<file path="src/rtl/m_proc_mc_pkg.sv">
// Shared definitions for the multi-cycle RV32I-subset core: opcodes, FSM
// state encoding, ALU control codes and the funct3/funct7 field values.
package pkg_proc_mc;

  // Major opcodes of the supported instruction subset
  localparam logic [6:0] OP_R   = 7'b0110011;
  localparam logic [6:0] OP_I   = 7'b0010011;
  localparam logic [6:0] OP_LW  = 7'b0000011;
  localparam logic [6:0] OP_SW  = 7'b0100011;
  localparam logic [6:0] OP_BR  = 7'b1100011;
  localparam logic [6:0] OP_JAL = 7'b1101111;
  localparam logic [6:0] OP_LUI = 7'b0110111;

  // funct3 values used for ALU selection and branch condition
  localparam logic [2:0] F3_ADD_SUB = 3'b000;
  localparam logic [2:0] F3_SLT     = 3'b010;
  localparam logic [2:0] F3_OR      = 3'b110;
  localparam logic [2:0] F3_AND     = 3'b111;
  localparam logic [2:0] F3_BEQ     = 3'b000;
  localparam logic [2:0] F3_BNE     = 3'b001;

  // funct7 value that turns an R-type add into a subtract
  localparam logic [6:0] F7_SUB = 7'b0100000;

  // Instruction sequencing states
  typedef enum logic [2:0] {
    S_IF   = 3'd0,
    S_ID   = 3'd1,
    S_EX   = 3'd2,
    S_MA   = 3'd3,
    S_WB   = 3'd4,
    S_HALT = 3'd5
  } state_e;

  // ALU operation select
  typedef enum logic [2:0] {
    ALU_ADD = 3'd0,
    ALU_SUB = 3'd1,
    ALU_AND = 3'd2,
    ALU_OR  = 3'd3,
    ALU_SLT = 3'd4
  } alu_ctrl_e;

  // Map an R-type funct3/funct7 pair onto an ALU operation; anything not in
  // the subset falls back to add.
  function automatic alu_ctrl_e f_r_alu_ctrl(input logic [2:0] f3, input logic [6:0] f7);
    alu_ctrl_e ctrl;
    case (f3)
      F3_ADD_SUB: ctrl = (f7 == F7_SUB) ? ALU_SUB : ALU_ADD;
      F3_SLT:     ctrl = ALU_SLT;
      F3_OR:      ctrl = ALU_OR;
      F3_AND:     ctrl = ALU_AND;
      default:    ctrl = ALU_ADD;
    endcase
    return ctrl;
  endfunction

endpackage

</file>
<file path="src/rtl/m_proc_mc_alu.sv">
// Single shared combinational ALU of the multi-cycle core. Computes the
// selected operation and an equality flag used by the branch logic.
module m_mc_alu
  import pkg_proc_mc::*;
(
  input  logic [31:0] a,
  input  logic [31:0] b,
  input  alu_ctrl_e   ctrl,
  output logic [31:0] out,
  output logic        eq
);

  // Operation select; slt is a signed compare yielding 0 or 1
  always_comb begin
    out = a + b;
    case (ctrl)
      ALU_ADD: out = a + b;
      ALU_SUB: out = a - b;
      ALU_AND: out = a & b;
      ALU_OR:  out = a | b;
      ALU_SLT: out = {31'b0, ($signed(a) < $signed(b))};
      default: out = a + b;
    endcase
    eq = (a == b);
  end

endmodule

</file>
<file path="src/rtl/m_proc_mc.sv">
// Multi-cycle RV32I-subset processor. Each instruction walks the
// IF/ID/EX/MA/WB state machine, sharing one ALU through registered
// intermediates. A write-back to HALT_REG parks the core in S_HALT.
module m_proc_mc
  import pkg_proc_mc::*;
#(
  parameter int          IMEM_DEPTH = 64,
  parameter int          DMEM_DEPTH = 64,
  parameter logic [31:0] RESET_PC   = 32'h0,
  parameter int          HALT_REG   = 30
)(
  input  logic        w_clk,
  input  logic        w_rst_n,
  output logic [31:0] w_pc,
  output logic        w_retire,
  output logic [31:0] w_instret,
  output logic        w_halt
);

  localparam int         IMEM_AW  = $clog2(IMEM_DEPTH);
  localparam int         DMEM_AW  = $clog2(DMEM_DEPTH);
  localparam logic [4:0] HALT_IDX = 5'(HALT_REG);

  // Instruction memory is preloaded from outside; data memory is written by sw
  logic [31:0] imem [IMEM_DEPTH];
  logic [31:0] dmem [DMEM_DEPTH];
  logic [31:0] rf_q [32];

  state_e      state_q, state_d;
  logic [31:0] pc_q, pc_d;
  logic [31:0] ir_q, ir_d;
  logic [31:0] a_q, a_d;
  logic [31:0] b_q, b_d;
  logic [31:0] imm_q, imm_d;
  logic [31:0] alu_q, alu_d;
  logic [31:0] mdr_q, mdr_d;
  logic [31:0] instret_q, instret_d;

  logic [6:0]  opcode;
  logic [4:0]  rd, rs1, rs2;
  logic [2:0]  funct3;
  logic [6:0]  funct7;
  logic [31:0] imm_dec;
  logic [31:0] rs1_val, rs2_val;
  logic [IMEM_AW-1:0] imem_idx;
  logic [DMEM_AW-1:0] dmem_idx;

  logic [31:0] alu_a, alu_b, alu_out;
  logic        alu_eq;
  alu_ctrl_e   alu_ctrl;
  logic        branch_taken;

  logic        retire;
  logic        rf_we;
  logic [4:0]  rf_waddr;
  logic [31:0] rf_wdata;
  logic        dmem_we;

  assign opcode   = ir_q[6:0];
  assign rd       = ir_q[11:7];
  assign funct3   = ir_q[14:12];
  assign rs1      = ir_q[19:15];
  assign rs2      = ir_q[24:20];
  assign funct7   = ir_q[31:25];
  assign imem_idx = pc_q[IMEM_AW+1:2];
  assign dmem_idx = alu_q[DMEM_AW+1:2];

  assign rs1_val = (rs1 == 5'd0) ? 32'h0 : rf_q[rs1];
  assign rs2_val = (rs2 == 5'd0) ? 32'h0 : rf_q[rs2];

  // Immediate extraction for the I/S/B/U/J formats, chosen by opcode
  always_comb begin
    imm_dec = {{20{ir_q[31]}}, ir_q[31:20]};
    case (opcode)
      OP_SW:   imm_dec = {{20{ir_q[31]}}, ir_q[31:25], ir_q[11:7]};
      OP_BR:   imm_dec = {{19{ir_q[31]}}, ir_q[31], ir_q[7], ir_q[30:25], ir_q[11:8], 1'b0};
      OP_LUI:  imm_dec = {ir_q[31:12], 12'b0};
      OP_JAL:  imm_dec = {{11{ir_q[31]}}, ir_q[31], ir_q[19:12], ir_q[20], ir_q[30:21], 1'b0};
      default: imm_dec = {{20{ir_q[31]}}, ir_q[31:20]};
    endcase
  end

  // ALU operand and operation selection; lui adds its immediate to zero
  always_comb begin
    alu_a    = a_q;
    alu_b    = imm_q;
    alu_ctrl = ALU_ADD;
    case (opcode)
      OP_R: begin
        alu_b    = b_q;
        alu_ctrl = f_r_alu_ctrl(funct3, funct7);
      end
      OP_BR: begin
        alu_b    = b_q;
        alu_ctrl = ALU_SUB;
      end
      OP_LUI:  alu_a = 32'h0;
      default: alu_ctrl = ALU_ADD;
    endcase
  end

  m_mc_alu u_alu (
    .a    (alu_a),
    .b    (alu_b),
    .ctrl (alu_ctrl),
    .out  (alu_out),
    .eq   (alu_eq)
  );

  // Branch condition from the ALU equality flag
  always_comb begin
    case (funct3)
      F3_BEQ:  branch_taken = alu_eq;
      F3_BNE:  branch_taken = !alu_eq;
      default: branch_taken = 1'b0;
    endcase
  end

  // Next-state and datapath control for the instruction sequencer
  always_comb begin
    state_d  = state_q;
    pc_d     = pc_q;
    ir_d     = ir_q;
    a_d      = a_q;
    b_d      = b_q;
    imm_d    = imm_q;
    alu_d    = alu_q;
    mdr_d    = mdr_q;
    retire   = 1'b0;
    rf_we    = 1'b0;
    rf_waddr = rd;
    rf_wdata = alu_q;
    dmem_we  = 1'b0;

    case (state_q)
      S_IF: begin
        ir_d    = imem[imem_idx];
        state_d = S_ID;
      end
      S_ID: begin
        a_d     = rs1_val;
        b_d     = rs2_val;
        imm_d   = imm_dec;
        state_d = S_EX;
      end
      S_EX: begin
        alu_d = alu_out;
        case (opcode)
          OP_R, OP_I, OP_LUI, OP_JAL: state_d = S_WB;
          OP_LW, OP_SW:               state_d = S_MA;
          OP_BR: begin
            pc_d    = branch_taken ? (pc_q + imm_q) : (pc_q + 32'd4);
            retire  = 1'b1;
            state_d = S_IF;
          end
          default: begin
            pc_d    = pc_q + 32'd4;
            retire  = 1'b1;
            state_d = S_IF;
          end
        endcase
      end
      S_MA: begin
        if (opcode == OP_LW) begin
          mdr_d   = dmem[dmem_idx];
          state_d = S_WB;
        end else begin
          dmem_we = 1'b1;
          pc_d    = pc_q + 32'd4;
          retire  = 1'b1;
          state_d = S_IF;
        end
      end
      S_WB: begin
        rf_we = (rd != 5'd0);
        if (opcode == OP_LW) begin
          rf_wdata = mdr_q;
        end else if (opcode == OP_JAL) begin
          rf_wdata = pc_q + 32'd4;
        end else begin
          rf_wdata = alu_q;
        end
        pc_d    = (opcode == OP_JAL) ? (pc_q + imm_q) : (pc_q + 32'd4);
        retire  = 1'b1;
        state_d = (rd == HALT_IDX) ? S_HALT : S_IF;
      end
      S_HALT:  state_d = S_HALT;
      default: state_d = S_IF;
    endcase

    instret_d = instret_q + {31'b0, retire};
  end

  // Sequencer state and registered intermediates
  always_ff @(posedge w_clk or negedge w_rst_n) begin
    if (!w_rst_n) begin
      state_q   <= S_IF;
      pc_q      <= RESET_PC;
      ir_q      <= '0;
      a_q       <= '0;
      b_q       <= '0;
      imm_q     <= '0;
      alu_q     <= '0;
      mdr_q     <= '0;
      instret_q <= '0;
    end else begin
      state_q   <= state_d;
      pc_q      <= pc_d;
      ir_q      <= ir_d;
      a_q       <= a_d;
      b_q       <= b_d;
      imm_q     <= imm_d;
      alu_q     <= alu_d;
      mdr_q     <= mdr_d;
      instret_q <= instret_d;
    end
  end

  // Register file: cleared on reset, x0 is never written
  always_ff @(posedge w_clk or negedge w_rst_n) begin
    if (!w_rst_n) begin
      for (int i = 0; i < 32; i++) begin
        rf_q[i] <= '0;
      end
    end else if (rf_we) begin
      rf_q[rf_waddr] <= rf_wdata;
    end
  end

  // Data memory store port; contents survive reset
  always_ff @(posedge w_clk) begin
    if (dmem_we) begin
      dmem[dmem_idx] <= b_q;
    end
  end

  assign w_pc      = pc_q;
  assign w_retire  = retire;
  assign w_instret = instret_q;
  assign w_halt    = (state_q == S_HALT);

endmodule

</file>
<file path="config.mk">
export PLATFORM = sky130hd
export DESIGN_NAME = m_proc_mc
export DESIGN_NICKNAME = d
export VERILOG_FILES = /design/src/rtl/m_proc_mc_pkg.sv /design/src/rtl/m_proc_mc_alu.sv /design/src/rtl/m_proc_mc.sv
export SDC_FILE = /design/constraint.sdc
export NUM_CORES = 1
export LEC_CHECK = 0
export BUFFER_PORTS_ARGS = -buffer_cell sky130_fd_sc_hd__buf_4
export CORE_ASPECT_RATIO = 0.7
export CORE_UTILIZATION = 30
export DETAILED_ROUTE_END_ITERATION = 7
export PLACE_DENSITY = 0.46
export RECOVER_POWER = 50
export REMOVE_ABC_BUFFERS = 1
export SYNTH_ARGS = -nofsm -noshare
export SYNTH_HDL_FRONTEND = slang
export SYNTH_SLANG_ARGS = --single-unit
</file>
<file path="constraint.sdc">
create_clock -name w_clk -period 2.6 [get_ports w_clk]
set_clock_uncertainty 0.05 [all_clocks]
set_input_delay 0.39 -clock w_clk [delete_from_list [all_inputs] [get_ports w_clk]]
set_output_delay 0.39 -clock w_clk [all_outputs]
set_load 0.02 [all_outputs]
</file>
==> results by group <==
STA
  – Min Tclk post-route: between 2 and 2.5 ns
  – Period utilization: 0.880
  – Final hold slack: 0.410 ns
  – Final Max Tran Viols: 66
  – Setup TNS: 0 ns
  – Tightest Pin Transition: 1.64 ns
  – Final worst slack: 0.313 ns
  – Final hold vios: 0
  – Fmax: 0.437 GHz
  – Final setup vio count: 0
  – Slew headroom: -0.0922
  – RSZ-0062 raised after global routing: no

Detailed routing
  – Met3 WL: approximately 300 um
  – WL met2: roughly 2.4 mm
  – DR vias/cell: 4.45
  – Post-route ant nets: 0
  – Via count: 1992
  – Residual DRC: 0
  – Wl on met1: 3.22 mm
  – Highest Signal Layer: met4
  – Final wirelength: a little over 6 mm
  – Starting DRT DRC Count: 90
  – TritonRoute pass-1 iters: 4
  – Per-cell routed wire length: 13.5 um

Place
  – Placed Instance Area: around 3500 um2
  – DP Wirelength: 4.25 mm
  – Post-Place Setup Slack: 0.309 ns
  – Gpl congestion: 0.722
  – I/O Buffers: between 60 and 70

Critical path
  – Register-to-Register Setup Slack: ~0.31 ns
  – Kind of critical path: flop to flop
  – Critical path required time: 2.81 ns
  – Crit start category: flop
  – CP endpoint kind: flop
  – Reg2reg start: state_q[1]$_DFF_PN0_
  – Critical path peak fanout: 8
  – Worst Reg-to-Reg Cells: 8
  – Reg2reg end: w_instret[20]$_DFF_PN0_
  – Worst Path Arrival: 2.49 ns

Logic synthesis
  – Post-synthesis sequential area ratio: 0.568
  – Cell with the most instances after synthesis: dfrtp_1
  – Mux cell area share after synthesis: 0.00393
  – Number of synthesized flops with an enable pin: 0
  – Synth top area cells: dfrtp_1 57%, xnor2_1 14%, nand3_1 4.5%
  – Distinct cells, synth: 32
  – Area of the mapped netlist: 2860 um2
  – Synth top area share: 0.568
  – Mapped Cells: between 200 and 250
  – Simple-gate share of the synthesized area: 0.205
  – Synth Area in Adders: 0.0175
  – Compound-Gate Fraction of Synth Area: 0.00481
  – Largest family of logic cells by synthesized area: simple AND/OR/NAND/NOR gates
  – Post-synth top area cell: dfrtp_1
  – Ys flop type: dfrtp_1
  – Post-synth top cells: 65 x dfrtp_1, 45 x xnor2_1, 26 x nand3_1
  – Post-synthesis register bit count: 65
  – Synth Warn #: 0
  – Post-Syn Area per Cell: 11.5 um2
  – FFs w/ async S/R, synth: 1.00
  – Post-synthesis xor/xnor area fraction: 0.186

Finish
  – Post-route design area: around 3700 um2
  – Layout area overhead: 27.5%
  – ANT cells: 0
  – Share of layout cells above drive strength 1: 0.185
  – Nets: roughly 330

Floorplanning
  – Die height: 83.7 um
  – Starting density of the core: 0.312
  – Row Count: 29
  – Die area: just under 10000 um2
  – Num ports: 68
  – Core Area: 9180 um2
  – Die Wd: roughly 120 um

Pwr
  – Max VDD drop: 0.367 mV
  – Leakage dissipation: 0.00169 uW
  – Pwr dens: a little under 600 nW/um2
  – Power Total: between 2000 and 2500 uW

Clock network
  – Number of post-CTS setup repair buffers: 0
  – CTS sink count: 65
  – Reg clk slew, reported paths: 0.05 ns
  – CTS tree: yes
  – H-tree depth: 3
  – Root Buffer: clkbuf_16
  – Resized cells post-CTS: 0
  – CTS Buffer Depth: 2
  – Later-pin clock latency in the skew report: 0.33 ns
  – Hold Buf Count CTS: 0
  – Num CTS Buffers: 9

Global routing
  – Total GRT Usage: 0.133
  – Initial antenna violation count: 0
  – Largest net degree at the start of global routing: 66
  – Number of global-route vias before repair: 1869
  – Grt total ovfl: 0
  – First-pass GRT wire length: 9.89 mm

Run status
  – Outcome: complete, but fails checks
  – Violated checks: max-capacitance violations, max-slew violations

Worst hold path
  – Worst Hold Class: primary input to async pin

Run
  – Max Cap Viol: 1
[final cells by class]
class | count | area [um2]
Inverter | 2 | 7.51
Timing Repair Buffer | 66 | 388
Clock buffer | 13 | 270
Fill cell | 919 | 5530
Multi-Input combinational cell | 178 | 1200
Tap cell | 124 | 155
Sequential cell | 65 | 1630
[worst max-delay path: stages (launching register included)]
cell     delay, ns
dfrtp_1       0.40
nor3b_1       0.31
or2_2         0.19
ha_1          0.18
ha_1          0.21
and2_1        0.24
nor2b_4       0.29
and3_4        0.23
xor2_2        0.12
[how the worst max path moves through the flow]
stage | start | end | slack [ns] | cells past startpoint
3_3_place_gp | state_q[1]$_DFF_PN0_ | w_instret[20]$_DFF_PN0_ | 0.38 | 8
6_report | state_q[1]$_DFF_PN0_ | w_instret[20]$_DFF_PN0_ | 0.31 | 8
5_1_grt | state_q[1]$_DFF_PN0_ | w_instret[20]$_DFF_PN0_ | 0.001 | 8
2_1_floorplan | state_q[2]$_DFF_PN0_ | w_instret[20]$_DFF_PN0_ | 0.38 | 8
3_5_place_dp | state_q[1]$_DFF_PN0_ | w_instret[20]$_DFF_PN0_ | 0.31 | 8
4_1_cts | state_q[1]$_DFF_PN0_ | w_instret[20]$_DFF_PN0_ | 0.28 | 8
[cells in the final DEF, fill, tap and decap left out, types with 2 or more instances in the layout]
cell / netlist / routed
nor2_1: 15 / 15
nand2_1: 25 / 25
xnor2_1: 45 / 45
clkbuf_16: 0 / 9
nor3_1: 4 / 4
dfrtp_1: 65 / 65
buf_4: 2 / 37
ha_1: 4 / 4
conb_1: 1 / 2
nand3_1: 26 / 26
and3_1: 12 / 12
nand4_1: 8 / 8
and2_1: 2 / 2
clkbuf_8: 0 / 3
nand2b_1: 2 / 2
clkbuf_1: 1 / 29
and4_1: 3 / 3
nor3b_1: 2 / 2
or2_2: 2 / 2
inv_1: 2 / 2
xor2_1: 14 / 14
[cell families after synthesis]
logic type,count (synthesis)
muxes,1
buffers and inverters,6
adders and majority gates,4
xor gates and xnor gates,60
AOI/OAI and AO/OA,2
DFF,65
other,1
and+or+nand+nor,109
[through the flow]
step | std cells | utilization
2_1_floorplan | 245 | -
3_3_place_gp | 435 | 0.380
3_5_place_dp | 435 | 0.380
4_1_cts | 448 | 0.409
5_1_grt | 448 | 0.398
6_report | 448 | 0.398
[power breakdown]
| group | leakage (uW) | total [uW] | switching, uW | internal (uW) |
|---|---|---|---|---|
| Sequential | 0.000894 | 1010 | 0 | 1010 |
| Combinational | 0.000664 | 22.1 | 21.6 | 0.451 |
| Clock | 0.000134 | 1100 | 395 | 706 |
| Total | 0.00169 | 2140 | 417 | 1720 |
[state kept, by name, summed over array words and instances (netlist names)]
name       count
w_instret     32
w_pc          30
state_q        3
[metal layers]
metal,vias to the layer above,GRT usage
met3,9,0.0492
met1,957,0.193
li1,984,-
met2,42,0.173
met4,0,0.0552
met5,-,0
No activity file was read; power rests on OpenSTA's default activity.
